--- src/rtl/pairhmm_pkg.sv ---
// Shared PairHMM read-side definitions: buffer read-port geometry and
// the stream reader state encodings.
package pairhmm_pkg;

  localparam int unsigned RD_WIDTH     = 48;
  localparam int unsigned RD_ADDRWIDTH = 10;
  localparam int unsigned RD_LENWIDTH  = RD_ADDRWIDTH + 1;

  typedef logic [1:0] rdState_t;

  localparam rdState_t IDLE = 2'd0;
  localparam rdState_t RUN  = 2'd1;
  localparam rdState_t DONE = 2'd2;

endpackage

--- src/rtl/asym_ram_stream_reader_if.sv ---
// Valid/ready word stream from the reader to the systolic-array feed.
interface asym_ram_stream_reader_if
  import pairhmm_pkg::*;
#(
  parameter int unsigned WIDTH = RD_WIDTH
);

  logic             valid;
  logic             ready;
  logic [WIDTH-1:0] data;
  logic             last;

  modport master (output valid, output data, output last, input ready);
  modport slave  (input valid, input data, input last, output ready);

endinterface

--- src/rtl/skid_fifo2.sv ---
// Depth-2 register FIFO; head register drives the stream directly.
module skid_fifo2 #(
  parameter int unsigned WIDTH = 48
) (
  input  logic             clk,
  input  logic             rst_n,
  input  logic             push,
  input  logic             pop,
  input  logic [WIDTH-1:0] din,
  output logic [1:0]       count,
  output logic [WIDTH-1:0] head
);

  logic [WIDTH-1:0] tail;

  // Storage update; simultaneous push and pop keep the count unchanged
  always_ff @(posedge clk or negedge rst_n) begin
    if (!rst_n) begin
      head  <= '0;
      tail  <= '0;
      count <= '0;
    end else begin
      case ({push, pop})
        2'b10: begin
          if (count == 2'd0) head <= din;
          else if (count == 2'd1) tail <= din;
          if (count != 2'd2) count <= count + 2'd1;
        end
        2'b01: begin
          if (count != 2'd0) begin
            head  <= tail;
            count <= count - 2'd1;
          end
        end
        2'b11: begin
          if (count == 2'd2) begin
            head <= tail;
            tail <= din;
          end else if (count == 2'd1) begin
            head <= din;
          end else begin
            head  <= din;
            count <= 2'd1;
          end
        end
        default: ;
      endcase
    end
  end

  // A push into a full FIFO without a matching pop would lose a word
  assert property (@(posedge clk) disable iff (!rst_n)
    !(push && !pop && (count == 2'd2)));

endmodule

--- src/rtl/asym_ram_stream_reader.sv ---
// Read sequencer: issues buffer reads, absorbs the 1-cycle read latency in
// a 2-entry skid FIFO and emits a valid/ready stream with m_last marking.
module asym_ram_stream_reader
  import pairhmm_pkg::*;
#(
  parameter int unsigned WIDTH     = RD_WIDTH,
  parameter int unsigned ADDRWIDTH = RD_ADDRWIDTH,
  parameter int unsigned LENWIDTH  = RD_LENWIDTH
) (
  input  logic                   clk,
  input  logic                   rst_n,
  input  logic                   start,
  input  logic [ADDRWIDTH-1:0]   start_addr,
  input  logic [LENWIDTH-1:0]    length,
  output logic                   busy,
  output logic                   done,
  output logic [ADDRWIDTH-1:0]   ram_addr,
  input  logic [WIDTH-1:0]       ram_dout,
  asym_ram_stream_reader_if.master m
);

  rdState_t             state;
  logic [ADDRWIDTH-1:0] rdPtr;
  logic [LENWIDTH-1:0]  issueCnt;
  logic [LENWIDTH-1:0]  beatCnt;
  logic                 inflight;
  logic                 issue;
  logic                 pop;
  logic [1:0]           fifoCount;
  logic [2:0]           occ;
  logic                 lastBeat;

  assign pop      = m.valid & m.ready;
  assign lastBeat = beatCnt == LENWIDTH'(1);
  assign ram_addr = rdPtr;
  assign busy     = state == RUN;
  assign done     = state == DONE;
  assign m.valid  = fifoCount != 2'd0;
  assign m.last   = m.valid & lastBeat;

  // Issue when the FIFO plus the in-flight read, net of this cycle's pop,
  // leaves room; counting the pop lets reissue restart in the pop cycle
  always_comb begin
    occ   = {1'b0, fifoCount} + {2'b00, inflight} - {2'b00, pop};
    issue = (state == RUN) && (issueCnt != '0) && (occ < 3'd2);
  end

  // FSM, address pointer and the issue/beat counters
  always_ff @(posedge clk or negedge rst_n) begin
    if (!rst_n) begin
      state    <= IDLE;
      rdPtr    <= '0;
      issueCnt <= '0;
      beatCnt  <= '0;
      inflight <= 1'b0;
    end else begin
      inflight <= issue;
      case (state)
        IDLE: begin
          if (start) begin
            state    <= RUN;
            rdPtr    <= start_addr;
            issueCnt <= length;
            beatCnt  <= length;
          end
        end
        RUN: begin
          if (issue) begin
            rdPtr    <= rdPtr + ADDRWIDTH'(1);
            issueCnt <= issueCnt - LENWIDTH'(1);
          end
          if (pop) beatCnt <= beatCnt - LENWIDTH'(1);
          if ((beatCnt == '0) || (pop && lastBeat)) state <= DONE;
        end
        DONE:    state <= IDLE;
        default: state <= IDLE;
      endcase
    end
  end

  skid_fifo2 #(.WIDTH(WIDTH)) u_fifo (
    .clk   (clk),
    .rst_n (rst_n),
    .push  (inflight),
    .pop   (pop),
    .din   (ram_dout),
    .count (fifoCount),
    .head  (m.data)
  );

endmodule
--- src/flat_wrapper.sv ---
// flat-port wrapper written by rule: the top's interface ports become plain ports
module asym_ram_stream_reader_flat import pairhmm_pkg::*;
#(
  parameter int unsigned WIDTH     = RD_WIDTH,
  parameter int unsigned ADDRWIDTH = RD_ADDRWIDTH,
  parameter int unsigned LENWIDTH  = RD_LENWIDTH
)
  (clk, rst_n, start, start_addr, length, busy, done, ram_addr, ram_dout, m_valid, m_data, m_last, m_ready);
  asym_ram_stream_reader_if #(.WIDTH(WIDTH)) m_i ();
  input  logic clk;
  input  logic rst_n;
  input  logic start;
  input  logic [ADDRWIDTH-1:0] start_addr;
  input  logic [LENWIDTH-1:0] length;
  output logic busy;
  output logic done;
  output logic [ADDRWIDTH-1:0] ram_addr;
  input  logic [WIDTH-1:0] ram_dout;
  output wire logic [$bits(m_i.valid)-1:0] m_valid;
  output wire logic [$bits(m_i.data)-1:0] m_data;
  output wire logic [$bits(m_i.last)-1:0] m_last;
  input wire logic [$bits(m_i.ready)-1:0] m_ready;
  assign m_valid = m_i.valid;
  assign m_data = m_i.data;
  assign m_last = m_i.last;
  assign m_i.ready = m_ready;
  asym_ram_stream_reader #(.WIDTH(WIDTH), .ADDRWIDTH(ADDRWIDTH), .LENWIDTH(LENWIDTH)) u_core (.clk(clk), .rst_n(rst_n), .start(start), .start_addr(start_addr), .length(length), .busy(busy), .done(done), .ram_addr(ram_addr), .ram_dout(ram_dout), .m(m_i));
endmodule
--- config.mk ---
export PLATFORM = sky130hd
export DESIGN_NAME = asym_ram_stream_reader_flat
export DESIGN_NICKNAME = d
export VERILOG_FILES = /design/src/rtl/pairhmm_pkg.sv /design/src/rtl/asym_ram_stream_reader_if.sv /design/src/rtl/skid_fifo2.sv /design/src/rtl/asym_ram_stream_reader.sv /design/src/flat_wrapper.sv
export SDC_FILE = /design/constraint.sdc
export NUM_CORES = 1
export LEC_CHECK = 0
export CAP_MARGIN = 10
export CELL_PAD_IN_SITES_DETAIL_PLACEMENT = 1
export CELL_PAD_IN_SITES_GLOBAL_PLACEMENT = 2
export CORE_ASPECT_RATIO = 1.75
export CORE_UTILIZATION = 29
export DETAILED_ROUTE_END_ITERATION = 10
export GPL_TIMING_DRIVEN = 0
export PLACE_DENSITY = 0.8
export SYNTH_ARGS = -nofsm -noshare
export SYNTH_HDL_FRONTEND = slang
export SYNTH_SLANG_ARGS = --single-unit
--- constraint.sdc ---
create_clock -name clk -period 3.1 [get_ports clk]
set_clock_uncertainty 0.2 [all_clocks]
set_input_delay 0.62 -clock clk [delete_from_list [all_inputs] [get_ports clk]]
set_output_delay 0.62 -clock clk [all_outputs]
set_load 0.05 [all_outputs]
==> results of run 1 <==
-- power by group through the flow --
stage          sequential [mW]  combinational, mW  clock [mW]
6_report                  3.30               6.35        2.00
5_1_grt                   3.41               6.83        2.12
4_1_cts                   3.29               6.11        2.06
3_5_place_dp              3.33               5.91           0
3_3_place_gp              3.26               5.69           0
2_1_floorplan             4.52               2.67           0
-- area by class of cell --
| class | count | share of cell area |
|---|---|---|
| buffer | 37 | 0.0231 |
| clock buffer | 20 | 0.0508 |
| clock inverter | 12 | 0.0147 |
| inverter | 63 | 0.0269 |
| multi-input combinational | 362 | 0.295 |
| sequential | 133 | 0.379 |
| tap | 252 | 0.0359 |
| timing repair buffer | 152 | 0.174 |
-- worst register-to-register path, stage by stage, from the launching register on --
cell	delay [ns]
dfrtp_1	0.37
inv_2	0.07
ha_4	0.17
nor2b_4	0.13
inv_2	0.07
ha_4	0.21
nand2b_4	0.14
fa_1	0.49
nand3b_1	0.10
o21a_2	0.28
buf_8	0.14
nor2_4	0.17
mux2_4	0.32
-- cell families after synthesis --
group	Yosys count
xor gates and xnor gates	1
muxes	52
DFF	133
AOI/OAI and AO/OA	210
buffers and inverters	102
and+or+nand+nor	88
adders and majority gates	11
-- state kept, by name (all words and copies together) (netlist names) --
register             cells
u_core.ram_addr         10
u_core.u_fifo.tail      48
u_core.issueCnt         11
u_core.u_fifo.head      48
u_core.beatCnt          11
u_core.state             2
u_core.inflight          1
u_core.u_fifo.count      2
-- synthesized netlist by cell type (4+ instances only) --
library cell / instances
dfrtp_1: 133
a21oi_1: 79
inv_1: 62
o22ai_1: 52
mux2_2: 48
o21ai_0: 24
nor2_1: 20
clkbuf_1: 19
nand2_1: 13
nor3_1: 13
a31oi_1: 12
buf_2: 12
ha_1: 10
o31ai_1: 9
nand3_1: 6
o2bb2ai_1: 6
nand2b_1: 5
or3_1: 5
a211oi_1: 4
buf_1: 4
-- stage by stage --
step,cells,power [mW]
detailed placement,984,9.24
CTS,1025,11.5
global placement,983,8.95
floorplan,597,7.19
finish,1031,11.6
global route,1031,12.4
-- placed cells by master (no fill, tap or decap), drive strengths merged, types with 3 or more instances in the layout --
cell,synthesis,routed
nand2b,5,5
a21oi,79,79
clkdlybuf4s50,0,130
nor3,13,13
inv,63,64
nor2,21,21
a211oi,4,4
o2bb2ai,6,6
o41ai,3,3
o31ai,9,9
clkinvlp,0,3
a31oi,13,13
mux2i,3,3
or4,4,4
nand3,6,6
o22ai,52,52
ha,10,10
and2,3,3
clkinv,0,6
dfrtp,133,133
clkbuf,20,39
o21ai,25,25
or3,5,5
mux2,49,49
buf,19,38
nand4,3,3
nand2,13,13
o32ai,3,3
-- routing by layer --
layer | vias to the layer above | wire length [µm] | part of all wire | GRT usage
li1 | 2493 | - | - | -
met5 | - | 13 | 0.00064 | 0
met4 | 2 | 462 | 0.023 | 0.0677
met2 | 149 | 11400 | 0.56 | 0.364
met1 | 2737 | 7520 | 0.37 | 0.197
met3 | 27 | 845 | 0.042 | 0.0455
-- timing repair --
action,4_1_cts,5_1_grt
gates cloned,0,2
endpoints found under the setup margin,71,43
gates resized for setup,27,10
setup buffers,9,5
hold buffers,1,0
endpoints found under the hold margin,45,0
pin swaps,4,5
-- worst max-delay path by stage --
stage,startpoint,to,slack (ns),depth (start not counted)
after floorplan,u_core.u_fifo.count[1],u_core.issueCnt[1],-0.002,12
after global placement,rst_n,u_core.ram_addr[3],-4.06,1
after detailed placement,m_ready,u_core.issueCnt[7],-1.13,11
after CTS,u_core.beatCnt[6],m_last,-0.09,4
after global routing,u_core.beatCnt[6],m_last,-0.11,4
final,u_core.beatCnt[6],m_last,-0.05,4
==> impl_results.md, run 1 <==
* Status: finished with violations
* Failing checks: negative setup slack
* CTS tree: yes
* IO Port Bufs at around 130
* Clock network fraction of total power at 0.172
* Wirelength per Cell at 19.6 µm
* Filler instances at 2,345
* Min Tclk post-route at 3.15 ns
* Max cap viols at 0
* # DRC at 0
* Cell count after synthesis at 597
* Area Growth Syn to Fin at 40.1%
* Die Area at 22,200 µm²
* LEAKAGE at between 3 and 4 nW
* Crit path largest cell delay at 0.54 ns
* Area leader, netlist: dfrtp_1
* Root buf cell: clkbuf_16
* Post-synthesis mux area share at 0.0934
* Final Hold Vio Count at 0
* Min-delay src: u_core.u_fifo.tail[3]
* Post-synthesis compound-gate area fraction at 0.205
* Worst hold path class: register to register
* Initial antenna violation count at 1
* Int Pwr at 6.39 mW
* Final nets at 850
* Reg2reg start: u_core.u_fifo.count[0]
* Placed Instance Area at 7960 µm²
* Via-to-Cell Ratio at 5.25
* Setup TNS at -0.0479 ns
* Multi-input logic area at 2590 µm²
* Global-route usage over all layers at 0.190
* Clk sinks at ~130
* Core Util, Final at 0.418
* Number of synthesized register bits at around 130
* Die Y at roughly 200 µm
* Clk Latency, worst-skew pair at 0.42 ns
* Peak VDD IR at 0.000626 V
* Dpl ws at -1.13 ns
* Largest family of logic cells by synthesized area: compound AO/OA/AOI/OAI gates
* TritonCTS Buffers at 17
* Slew Limit Fails at 0
* Reg2Reg Depth at 12
* Final Wtd Congestion at 0.846
* Period Utilization, post-route at 1.02
* Iteration-0 DRC Markers at about 240
* Synth Flop Type: dfrtp_1
* Net Sw Power at roughly 5.3 mW
* Slowest cell on the critical path: or4_4
* Total grt overflow at 0
* Drt pass-1 iters at 4
* Pin count of the biggest net entering global routing at 89
* Worst Hold Slack at between 0.3 and 0.4 ns
* PD cells at 1330 nW/µm²
* Post-Layout Inst Area at 8780 µm²
* Post-synthesis simple-gate area fraction at 0.0768
* Worst hold stages at 1
* Adder-cell area share of the yosys netlist at 0.0231
* Fmax at around 320 MHz
* Detail Placement HPWL at between 10,000 and 15,000 µm
* Worst relative slew slack at 0.532
* Row count at 70
* Cell variety after synth at between 50 and 60
* Area of the core at around 21,000 µm²
* Ports at 135
* Chip width at 113 µm
* Number of synthesized flops with an enable pin at 0
* Crit-path most repeated cell: or4_4
* Worst setup SP type: register
* Vias in the first global route at 6,134
* Via count at between 5k and 6k
* Fraction of synthesis flops using an asynchronous set or reset pin at 1.00
* Critical Path RT at between 2 and 2.5 ns
* Antenna Nets Post-Route at 0
* Sequential fraction of the synthesis area at 0.531
* Crit path cell chain: or4_4 > or4_4 > nor3b_4 > buf_6
* First-pass GRT wire length at 32,600 µm
* Ratio of cells with drive above 1 in the final layout at 0.181
* Share of the synthesized area in the top cell type at 0.531
* Worst Hold Endpoint: u_core.u_fifo.tail[3]
* CP Class: register to primary output
* Avg Cell Area, Syn at between 10 and 15 µm²
* Register-to-register setup slack at 0.13 ns
* CP top delay family: simple AND/OR/NAND/NOR gates
* WP buf/inv at 1
* Crit path DAT at 2.33 ns
* Unrepaired setup endpoints after global routing: yes
* Comb power frac at 0.545
* Routed wire length at 20,200 µm
* Maximum root-to-sink buffer count at 2
* YS warnings at 0
* Post-Syn Area at 6270 µm²
* Sw frac at 0.452
* Worst Setup End Kind: primary output
* Final WS setup at -0.0479 ns
* Register area at 3330 µm²
* Register share of total power at 0.283
* Final Setup Violations at 1
* XOR/XNOR Fraction of Synth Area at 0.00140
* Worst-path clk slew at 0.06 ns
* Synth top area cells: dfrtp_1, mux2_2, a21oi_1
* CTS H-tree depth at 4
* Synth Net Count at 681
* Starting Density at 0.298
* Ant diodes at 0
* CP max FO at 2
* Tightest Pin Transition at approximately 0.7 ns
* R2r endpoint: u_core.issueCnt[1]
Note: power is estimated with default switching activity, not from simulation.
==> run 2: changes to the inputs <==
Settings changed: CAP_MARGIN 10 to 20, CTS_CLUSTER_SIZE set to 40.
==> results of run 2 <==
Same layout as run 1: the final DEF is identical, and so are final timing and power.
==> run 3: changes to the inputs <==
Settings changed: CORE_MARGIN set to 4, CORE_UTILIZATION 29 to 30, CTS_BUF_LIST set to sky130_fd_sc_hd__clkbuf_8, PLACE_DENSITY 0.8 to 0.82.
==> run 3 against run 2 <==
Against the previous run: the run still ends with negative setup slack left; register-to-register slack got worse by 0.15 ns; maximum frequency fell by 0.21%; hold slack got worse by 0.0027 ns; combinational power rose by 5.7%.
==> impl_results.md, run 3 (synthesis results as in run 1) <==
* Ant diodes at 0 (unchanged)
* Period Utilization, post-route at 1.02 (+0.00216)
* Worst setup SP type: register
* Commonest non-fill, non-tap cell in the layout: dfrtp_1
* First-pass GRT wire length at 32,400 µm (-0.47%)
* Min Tclk post-route at 3.15 ns (+0.00670 ns)
* Final Setup Violations at 4 (+3)
* Worst relative slew slack at 0.511 (-0.0209)
* Pin count of the biggest net entering global routing at 96 (+7.9%)
* Setup TNS at -0.0876 ns (-0.0398 ns)
* Pwr Total at 11.6 mW (-0.75%)
* Die Y at 199 µm (+1.4%)
* Vias in the first global route at 6,195 (+0.99%)
* Grt peak-use layer: met2
* Worst hold path class: register to register
* LEAKAGE at 3.69 nW (-1.3%)
* Final WS setup at -0.0546 ns (-0.00670 ns)
* Post-Layout Inst Area at 8690 µm² (-1.0%)
* Maximum root-to-sink buffer count at 2 (unchanged)
* Ratio of cells with drive above 1 in the final layout at 0.195 (+0.0144)
* Register-to-register setup slack at -0.02 ns (-0.15 ns)
* Crit path DAT at 2.33 ns (about the same)
* Worst Setup End Kind: primary output
* Worst Hold Slack at 0.307 ns (-0.00275 ns)
* Via-to-Cell Ratio at 5.33 (+1.6%)
* Area Growth Syn to Fin at 38.6%
* Status: finished with violations
* Root buf cell: clkbuf_8
* PD cells at 1330 nW/µm² (+0.28%)
* Global routing usage on met2 at 0.337 (-0.0265)
* CP Class: register to primary output
* Met1 usage at 0.178 (-0.0183)
* Reg2Reg Depth at 13 (+1)
* Tightest Pin Transition at 0.723 ns (+0.0212 ns)
* Critical Path RT at 2.28 ns (about the same)
* Placed Instance Area at 7960 µm² (about the same)
* Area of the core at 20,500 µm² (-2.7%)
* Multi-input logic area at 2630 µm² (+1.2%)
* Drt pass-1 iters at 4 (unchanged)
* Global-route usage over all layers at 0.178 (-0.0115)
* Max cap viols at 0 (unchanged)
* Clk Latency, worst-skew pair at 0.44 ns (+0.02 ns)
* Via count at 5,494 (+1.6%)
* Total grt overflow at 0 (unchanged)
* TritonCTS Buffers at 17 (unchanged)
* Detail Placement HPWL at 15,400 µm (+5.4%)
* Filler instances at 2,281 (-2.7%)
* Finished Layout Cells at 1,031 (unchanged)
* Clk sinks at 133 (unchanged)
* Worst-path clk slew at 0.08 ns (+0.02 ns)
* Wirelength per Cell at 20.4 µm (+4.2%)
* Starting Density at 0.306 (+0.00815)
* Grt met3 use at 0.0430 (-0.00248)
* Top flop regs: u_core.u_fifo.head (48), u_core.u_fifo.tail (48)
* Initial antenna violation count at 0 (-1)
* Row count at 69 (-1.4%)
* Fmax at 317 MHz (-0.21%)
* Slew Limit Fails at 0 (unchanged)
* CP max FO at 4 (+2)
* Cell total after placement at 980 (-0.41%)
* # DRC at 0 (unchanged)
* Chip width at 117 µm (+3.6%)
* Peak VDD IR at 0.000763 V (+22%)
* Register area at 3330 µm² (about the same)
* Most frequent cells in the layout: dfrtp_1, clkdlybuf4s50_1, a21oi_1, inv_1, o22ai_1
* Worst hold stages at 1 (unchanged)
* Die Area at 23,400 µm² (+5.1%)
* Antenna Nets Post-Route at 0 (unchanged)
* Failing checks: negative setup slack
* Routed wire length at 21,000 µm (+4.2%)
* Final Hold Vio Count at 0 (unchanged)
* Final nets at 854 (+0.47%)
* Unrepaired setup endpoints after global routing: yes
* Ports at 135 (unchanged)
* CTS tree: yes
* Iteration-0 DRC Markers at 243 (unchanged)
* CTS H-tree depth at 4 (unchanged)
* IO Port Bufs at 134 (unchanged)
* Final Wtd Congestion at 0.850 (+0.41%)
[run 3: changes by cell type in the layout (fill, tap and decap cells not counted), moves of 3 or more]
cell,change
a21oi_1,-3
a21oi_2,+3
clkbuf_16,-17
clkbuf_8,+17
clkinv_2,-4
inv_6,+5
[run 3: worst paths after layout]
check | start | endpoint
min | u_core.beatCnt[9] | u_core.beatCnt[9]
max | u_core.beatCnt[9] | m_last
min in group asynchronous | rst_n | u_core.u_fifo.head[26]
min reg2reg | u_core.beatCnt[9] | u_core.beatCnt[9]
max reg2reg | u_core.u_fifo.count[0] | u_core.ram_addr[6]
max in group asynchronous | rst_n | u_core.ram_addr[8]
[run 3: what timing repair did]
item	4_1_cts	5_1_grt
endpoints found under the setup margin	43	43
pin swaps	4	5
resized for setup	30	20
endpoints found under the hold margin	38	0
setup buffers	5	13
hold buffers	1	0
cloned	1	2
[run 3: layout make-up]
type / count / share of cell area
Timing Repair Buffer: 156 / 0.181
Sequential cell: 133 / 0.383
Tap cell: 248 / 0.0357
Multi-Input combinational cell: 362 / 0.302
Inverter: 63 / 0.0275
Buffer: 37 / 0.0235
Clock buffer: 18 / 0.0285
Clock inverter: 14 / 0.0189
[run 3: per-stage QoR]
stage / utilization / worst slack, ns
final: 0.425 / -0.0546
after global placement: 0.387 / -4.01
after floorplan: - / -0.00170
after global routing: 0.425 / -0.151
after CTS: 0.415 / -0.110
after detailed placement: 0.389 / -1.12
[run 3: power breakdown]
part | switching [mW] | total [mW] | internal, mW
registers | 0.676 | 3.32 | 2.64
clock network | 0.779 | 1.54 | 0.759
logic | 4.01 | 6.71 | 2.70
total | 5.46 | 11.6 | 6.10
[run 3: critical path, stage by stage, from the launching register on]
cell	delay [ns]
dfrtp_1	0.39
or4_4	0.57
or4_4	0.54
nor3b_4	0.20
buf_6	0.19
[run 3: routing by layer]
metal,vias to the layer above,wire (µm)
met5,-,0
met4,0,778
met3,53,1060
met2,181,11600
met1,2753,7640
li1,2507,-
